--- config.mk ---
export PLATFORM = sky130hd
export DESIGN_NAME = pump_scheduler
export DESIGN_NICKNAME = d
export VERILOG_FILES = /design/src/rtl/pump_scheduler.sv
export SDC_FILE = /design/constraint.sdc
export NUM_CORES = 1
export LEC_CHECK = 0
export BUFFER_PORTS_ARGS = -buffer_cell sky130_fd_sc_hd__buf_4
export CORE_MARGIN = 5
export CORE_UTILIZATION = 60
export DETAILED_ROUTE_END_ITERATION = 12
export GPL_ROUTABILITY_DRIVEN = 0
export PLACE_DENSITY = 0.83
export SYNTH_ARGS = -nofsm -noshare
export SYNTH_HDL_FRONTEND = slang
export SYNTH_SLANG_ARGS = --single-unit
export TNS_END_PERCENT = 30
--- constraint.sdc ---
create_clock -name clk -period 5.05 [get_ports clk]
set_input_delay 0.505 -clock clk [delete_from_list [all_inputs] [get_ports clk]]
set_output_delay 0.505 -clock clk [all_outputs]
set_load 0.05 [all_outputs]
--- src/rtl/pump_scheduler.sv ---
// pump_scheduler
// Runs a timed diffuser session (30/60/120 minutes) and, inside it, a fixed
// spray/rest duty cycle on the pump. Consumes the one-cycle pump_on/pump_off
// pulses and the timer selection from the mode controller.
//
// Ports:
//   clk          system clock
//   reset        asynchronous, active-low reset
//   pump_on      one-cycle start/restart request
//   pump_off     one-cycle stop request (wins over pump_on)
//   timer_sel    0=30 min, 1=60 min, 2=120 min, 3=30 min (sampled at start)
//   pump_drive   registered pump enable, high exactly in SPRAY
//   active       session running (SPRAY or REST)
//   state        0=IDLE, 1=SPRAY, 2=REST
//   remain_min   minutes remaining, 0..120
//   remain_sec   seconds remaining within the minute
//   session_done one-cycle pulse on natural expiry
module pump_scheduler #(
    parameter int CLK_HZ           = 1_000_000,
    parameter int SEC_PER_MIN      = 60,
    parameter int SPRAY_ON_SEC     = 5,
    parameter int SPRAY_PERIOD_SEC = 60
) (
    input  logic       clk,
    input  logic       reset,
    input  logic       pump_on,
    input  logic       pump_off,
    input  logic [1:0] timer_sel,
    output logic       pump_drive,
    output logic       active,
    output logic [1:0] state,
    output logic [6:0] remain_min,
    output logic [5:0] remain_sec,
    output logic       session_done
);

    localparam int PW = (CLK_HZ > 1) ? $clog2(CLK_HZ) : 1;

    typedef enum logic [1:0] {
        ST_IDLE  = 2'd0,
        ST_SPRAY = 2'd1,
        ST_REST  = 2'd2
    } state_t;

    state_t        state_q, state_d;
    logic [PW-1:0] presc_q, presc_d;
    logic [7:0]    phase_q, phase_d;
    logic [6:0]    min_q, min_d;
    logic [5:0]    sec_q, sec_d;
    logic          pump_drive_q, pump_drive_d;
    logic          done_q, done_d;

    logic          running;
    logic          sec_tick;
    logic          start;
    logic [7:0]    phase_next;
    logic [6:0]    sel_minutes;

    assign running = (state_q != ST_IDLE);
    assign start   = pump_on & ~pump_off;

    always_comb begin
        case (timer_sel)
            2'd1:    sel_minutes = 7'd60;
            2'd2:    sel_minutes = 7'd120;
            default: sel_minutes = 7'd30;
        endcase
    end

    always_comb begin
        state_d      = state_q;
        presc_d      = presc_q;
        phase_d      = phase_q;
        min_d        = min_q;
        sec_d        = sec_q;
        done_d       = 1'b0;
        sec_tick     = 1'b0;
        phase_next   = (phase_q == 8'(SPRAY_PERIOD_SEC - 1)) ? 8'd0 : phase_q + 8'd1;

        // Prescaler only runs during a session; its wrap cycle is the tick.
        if (running) begin
            if (presc_q == PW'(CLK_HZ - 1)) begin
                presc_d  = '0;
                sec_tick = 1'b1;
            end else begin
                presc_d = presc_q + 1'b1;
            end
        end

        if (pump_off) begin
            state_d = ST_IDLE;
            presc_d = '0;
            phase_d = 8'd0;
            min_d   = 7'd0;
            sec_d   = 6'd0;
        end else if (start) begin
            state_d = ST_SPRAY;
            presc_d = '0;
            phase_d = 8'd0;
            min_d   = sel_minutes;
            sec_d   = 6'd0;
        end else if (sec_tick) begin
            if (min_q == 7'd0 && sec_q == 6'd1) begin
                // Natural expiry: last second elapsed, phase is left untouched.
                state_d = ST_IDLE;
                sec_d   = 6'd0;
                done_d  = 1'b1;
            end else begin
                if (sec_q == 6'd0) begin
                    min_d = min_q - 7'd1;
                    sec_d = 6'(SEC_PER_MIN - 1);
                end else begin
                    sec_d = sec_q - 6'd1;
                end
                phase_d = phase_next;
                if (state_q == ST_SPRAY && phase_next == 8'(SPRAY_ON_SEC)) begin
                    state_d = ST_REST;
                end else if (state_q == ST_REST && phase_next == 8'd0) begin
                    state_d = ST_SPRAY;
                end
            end
        end

        pump_drive_d = (state_d == ST_SPRAY);
    end

    always_ff @(posedge clk or negedge reset) begin
        if (!reset) begin
            state_q      <= ST_IDLE;
            presc_q      <= '0;
            phase_q      <= 8'd0;
            min_q        <= 7'd0;
            sec_q        <= 6'd0;
            pump_drive_q <= 1'b0;
            done_q       <= 1'b0;
        end else begin
            state_q      <= state_d;
            presc_q      <= presc_d;
            phase_q      <= phase_d;
            min_q        <= min_d;
            sec_q        <= sec_d;
            pump_drive_q <= pump_drive_d;
            done_q       <= done_d;
        end
    end

    assign pump_drive   = pump_drive_q;
    assign active       = running;
    assign state        = state_q;
    assign remain_min   = min_q;
    assign remain_sec   = sec_q;
    assign session_done = done_q;

endmodule
; ---- Yosys cells after proc, flatten, opt, wreduce, memory -nomap -nowiden
; Cells that the tools add are included.
[totals]
elab_cells = 67
reg_bits = 45
[classes]
reduce_logical = 12
n_bitwise = 2
n_eq_ne = 10
muxes = 32
add_sub_neg = 4
[ops]
columns = operator, count
row1 = 2-to-1 mux 20 bit, 4
row2 = 2-to-1 mux 8 bit, 5
row3 = 2-to-1 mux 7 bit, 5
row4 = 2-to-1 mux 6 bit, 5
row5 = "adder 20 x 1 -> 20 bit, second input constant", 1
row6 = "equality test 20 bit, second input constant", 1
row7 = one-hot mux 7 bit (2 select lines), 1
row8 = 2-to-1 mux 2 bit, 6
row9 = nonzero test 3 bit, 3
row10 = "adder 8 x 1 -> 8 bit, second input constant", 1
row11 = "equality test 8 x 3 -> 1 bit, second input constant", 1
row12 = "equality test 8 x 6 -> 1 bit, second input constant", 1
row13 = logical NOT 8 bit, 1
row14 = logical NOT 7 bit, 1
row15 = "subtractor 7 x 1 -> 7 bit, second input constant", 1
row16 = "equality test 2 x 1 -> 1 bit, second input constant", 3
row17 = "equality test 6 x 1 -> 1 bit, second input constant", 1
row18 = logical NOT 6 bit, 1
row19 = 2-to-1 mux 1 bit, 6
row20 = "subtractor 6 x 1 -> 6 bit, second input constant", 1
row21 = "equality test 2 bit, second input constant", 2
row22 = logical AND 1 bit, 3
row23 = "!= test 3 bit, second input constant", 1
row24 = AND reduction 3 bit, 1
row25 = 4 further kinds, 4

; ---- Depth between registers and ports, before layout
[logic_depth]
depth_word = 11
ltp_mapped = 10
ltp_nobuf = 9

; ---- Worst setup path after synthesis
; No wires, ideal clock.
[synth_timing]
path_type = reg-to-reg
from = register min_q[3] (netlist: remain_min[3])
to = register pump_drive_q (netlist: pump_drive)
required_ps = 4983
arrival_time_ps = 2334
slack_ps = 2649
stages_incl_launch_ff = 9
synth_period_minus_slack_ps = 2401
cell_sequence = dfrtp_1 or4_1 nor3_1 nand2b_1 buf_4 nor2_1 nand3_1 a21boi_0 and3_1
[synth_between]
elab_chain_cells = 7
[synth_lines]
columns = element, line_no
row1 = from (decl), 48  ; logic [6:0] min_q, min_d;
row2 = from (signal assigned), 140  ; min_q <= min_d;
row3 = logical NOT 7 bit, 103  ; if (min_q == 7'd0 && sec_q == 6'd1) begin
row4 = logical AND 1 bit, 103
row5 = 2-to-1 mux 2 bit, 103
row6 = 2-to-1 mux 2 bit, 102  ; end else if (sec_tick) begin
row7 = 2-to-1 mux 2 bit, 96  ; end else if (start) begin
row8 = 2-to-1 mux 2 bit, 90  ; if (pump_off) begin
row9 = equality test 2 x 1 -> 1 bit, 124  ; pump_drive_d = (state_d == ST_SPRAY);
row10 = net pump_drive_d, 50  ; logic pump_drive_q, pump_drive_d;
row11 = to (signal assigned), 142  ; pump_drive_q <= pump_drive_d;
row12 = to (decl), 50
; The timed path passes the listed nets, and every way through them passes these cells.
; A chain may end at the register's enable or synchronous reset.

; ---- Worst setup path in the final report
[layout_timing]
from = register presc_q[0]
to = register phase_q[2]
[layout_between]
elab_chain_cells = 5
[layout_lines]
columns = element, line_no
row1 = from (decl), 46  ; logic [PW-1:0] presc_q, presc_d;
row2 = from (signal assigned), 138  ; presc_q <= presc_d;
row3 = equality test 20 bit, 82  ; if (presc_q == PW'(CLK_HZ - 1)) begin
row4 = 2-to-1 mux 1 bit, 82
row5 = 2-to-1 mux 1 bit, 81  ; if (running) begin
row6 = nonzero test 3 bit (no line), n/a
row7 = AND reduction 2 bit (no line), n/a
row8 = to (signal assigned), 139  ; phase_q <= phase_d;
row9 = to (decl), 47  ; logic [7:0] phase_q, phase_d;
; Every way passes these cells.

==> flow_metrics.py <==
metrics = {
    "cts": {
        "cts_buffers": 5,
        "path_clk_slew_ns": 0.09,
        "clkLatencyLatePin_ns": 0.30,
        "clockRootBuffer": "clkbuf_8",
        "cts_buffer_depth": 2,
        "cts.sinks": 45,
        "cts_setup_buffers": 0,
        "h-tree-depth": 2,
        "tritoncts": "yes",
        "ctsResizeCount": 0,
        "holdBufCountCts": 0,
    },
    "timing": {
        "slew_viol_final": 0,
        "finalCritPeriodShare": 0.5676,
        "finClkSkew_ns": 0.006412,
        "hold_viol": 0,
        "slew_headroom": 0.5791,
        "worstMarginPinSlew_ns": 0.6271,
        "rsz0062_at_grt": "false",
        "period_needed_ns": 2.866,
        "fmax_mhz": 348.9,
        "hold_slack_ns": 0.1946,
        "fin_tns_setup_ns": 0,
        "setup_violations": 0,
    },
    "finish": {
        "design_area_sq_um": 2984,
        "area.growth.synth_to_final_pct": 11.66,
        "n_antenna_cell": 0,
        "nets": 341,
        "n_fill_cell": 355,
        "layout-drive-gt1-share": 0.1166,
        "postLayoutCoreUtil": 0.6901,
    },
    "worst_setup_path": {
        "crit_type": "reg2reg",
        "crit_arrival_ns": 3.05,
        "critPathMaxStageDelay_ns": 0.62,
        "crit_top_cell": "o21ai_0",
        "start_kind": "register",
        "critPathRequiredTime_ns": 5.23,
        "cp_top_family": "simple AND/OR/NAND/NOR gates",
        "slowest_stage": "and2_1",
        "path_cells": "ha_1 > and4_1 > nand4_1 > o21ai_1 > and2_1 > nand2_1 > o21ai_0 > o21ai_0",
        "crit_fanout": 16,
        "end_kind": "register",
        "path_buf_inv": 0,
    },
    "synthesis": {
        "avgSynthCellArea_sq_um": 8.763,
        "synth_nets": 321,
        "yosysTopAreaCell": "dfrtp_1",
        "synth_area_leaders": "dfrtp_1, nand2_1, o21ai_0",
        "synth-edff-count": 0,
        "syn_inst": 305,
        "synth_area_sq_um": 2673,
        "ys_seq_elements": 45,
        "synth_ff_type": "dfrtp_1",
        "netlist.area_leader.share": 0.4213,
        "yosys_warnings": 0,
        "synthDistinctLibCells": 51,
        "ys_seq_area_frac": 0.4213,
        "synthArstFlopShare": 1.000,
    },
    "route": {
        "finalWirelength_microns": 5784,
        "drt_first_pass_iters": 4,
        "drc": 0,
        "via_count": 2312,
        "via_per_inst": 6.116,
        "wire_per_inst_microns": 15.30,
        "drtIter0Drc": 200,
        "antenna_left": 0,
    },
    "die": {
        "coreArea_sq_um": 4324,
        "fp.dieH_microns": 76.74,
        "rows": 24,
        "die_w_microns": 76.74,
        "start_util": 0.6181,
        "ios": 24,
        "design.die.area_sq_um": 5889,
    },
    "power_and_ir_drop": {
        "vdd_drop_max_uv": 213.9,
        "power.total_mw": 0.7994,
        "cellLeakagePower_nw": 1.363,
        "p_per_area_nw_per_um2": 267.9,
    },
    "place": {
        "dpl_cell_area_sq_um": 2868,
        "port_buffers": 23,
        "place_hpwl_microns": 4146,
    },
    "global_routing": {
        "antenna_found_initial": 0,
        "gr-usage-all-layers": 0.2013,
        "globalRouteOverflowTotal": 0,
        "grt_pass1_wl_microns": 9970,
        "grt_pass1_vias": 2168,
        "grt_max_degree": 46,
    },
    "worst_hold_path": {
        "hp-class": "in2async",
    },
    "job": {
        "max_cap_violations": 0,
    },
    "status": {
        "status": "completed",
    },
}
-- sequential cells by signal, indices dropped and copies added (netlist names) --
name and flops:
remain_sec 6, session_done 1, remain_min 7, phase_q 8, presc_q 20, state 2, pump_drive 1
-- metrics by stage --
stage	worst slack, ns	std cells
after floorplan	2.649	305
after global placement	2.416	370
after detailed placement	2.266	370
after CTS	2.238	378
after global routing	1.882	378
final	2.184	378
-- where the power goes --
part | switching [mW] | internal (mW) | leakage (nW)
logic | 0.0916 | 0.0407 | 0.689
registers | 0.0143 | 0.371 | 0.615
clock network | 0.121 | 0.161 | 0.0585
-- cell usage in the layout, fill, tap and decap left out, drive strengths merged, types with 4 or more instances in the layout --
cell type	Yosys	routed
a21oi	20	20
and3	10	10
buf	2	23
clkbuf	8	7
dfrtp	45	45
ha	10	10
inv	13	13
nand2	38	38
nand2b	7	7
nand3	13	13
nor2	27	27
nor3	8	8
o21ai	27	27
o31ai	4	4
or3	12	12
xnor2	6	6
xor2	9	9
-- layer usage --
layer | vias to the layer above | global-route usage | part of all wire
met1 | 1110 | 0.2835 | 0.49
li1 | 1127 | - | -
met5 | - | 0 | 0
met3 | 10 | 0.04333 | 0.044
met2 | 65 | 0.3141 | 0.45
met4 | 0 | 0.05245 | 0.017
-- Yosys cell counts (all sizes together), types with 3 or more instances --
| cell | count |
|---|---|
| a21o | 3 |
| a21oi | 20 |
| a32o | 3 |
| and2 | 3 |
| and3 | 10 |
| clkbuf | 8 |
| dfrtp | 45 |
| ha | 10 |
| inv | 13 |
| nand2 | 38 |
| nand2b | 7 |
| nand3 | 13 |
| nand4 | 3 |
| nor2 | 27 |
| nor3 | 8 |
| o21ai | 27 |
| o31ai | 4 |
| or3 | 12 |
| xnor2 | 6 |
| xor2 | 9 |
-- final cells by class --
| class | instances | area [sq um] | area share |
|---|---|---|---|
| Clock inverter | 1 | 30.03 | 0.01006 |
| Timing Repair Buffer | 23 | 172.7 | 0.05786 |
| Clock buffer | 7 | 86.33 | 0.02893 |
| Inverter | 13 | 48.80 | 0.01635 |
| Tap cell | 52 | 65.06 | 0.02180 |
| Multi-Input combinational cell | 237 | 1455 | 0.4876 |
| Sequential cell | 45 | 1126 | 0.3774 |
-- cells by family after synthesis --
logic type                 after synthesis  share of synthesized area
adders and majority gates               10                    0.04682
buffers and inverters                   23                    0.03418
DFF                                     45                     0.4213
and+or+nand+nor                        140                     0.2795
muxes                                    2                   0.007491
xor gates and xnor gates                15                    0.04916
AOI/OAI and AO/OA                       70                     0.1615
-- worst paths after layout --
path / startpoint / cells past startpoint / to / slack, ns
max: presc_q[0]$_DFFE_PN0P_ / 8 / phase_q[2]$_DFFE_PN0P_ / 2.18
min: reset / 1 / remain_sec[4]$_DFFE_PN0P_ / 0.19
max reg2reg: presc_q[0]$_DFFE_PN0P_ / 8 / phase_q[2]$_DFFE_PN0P_ / 2.18
min reg2reg: presc_q[1]$_DFFE_PN0P_ / 2 / presc_q[1]$_DFFE_PN0P_ / 0.51
max in group asynchronous: reset / 1 / presc_q[15]$_DFFE_PN0P_ / 4.48
min in group clk: pump_off / 2 / remain_min[3]$_DFFE_PN0P_ / 0.42
No activity file was read; power rests on OpenSTA's default activity.
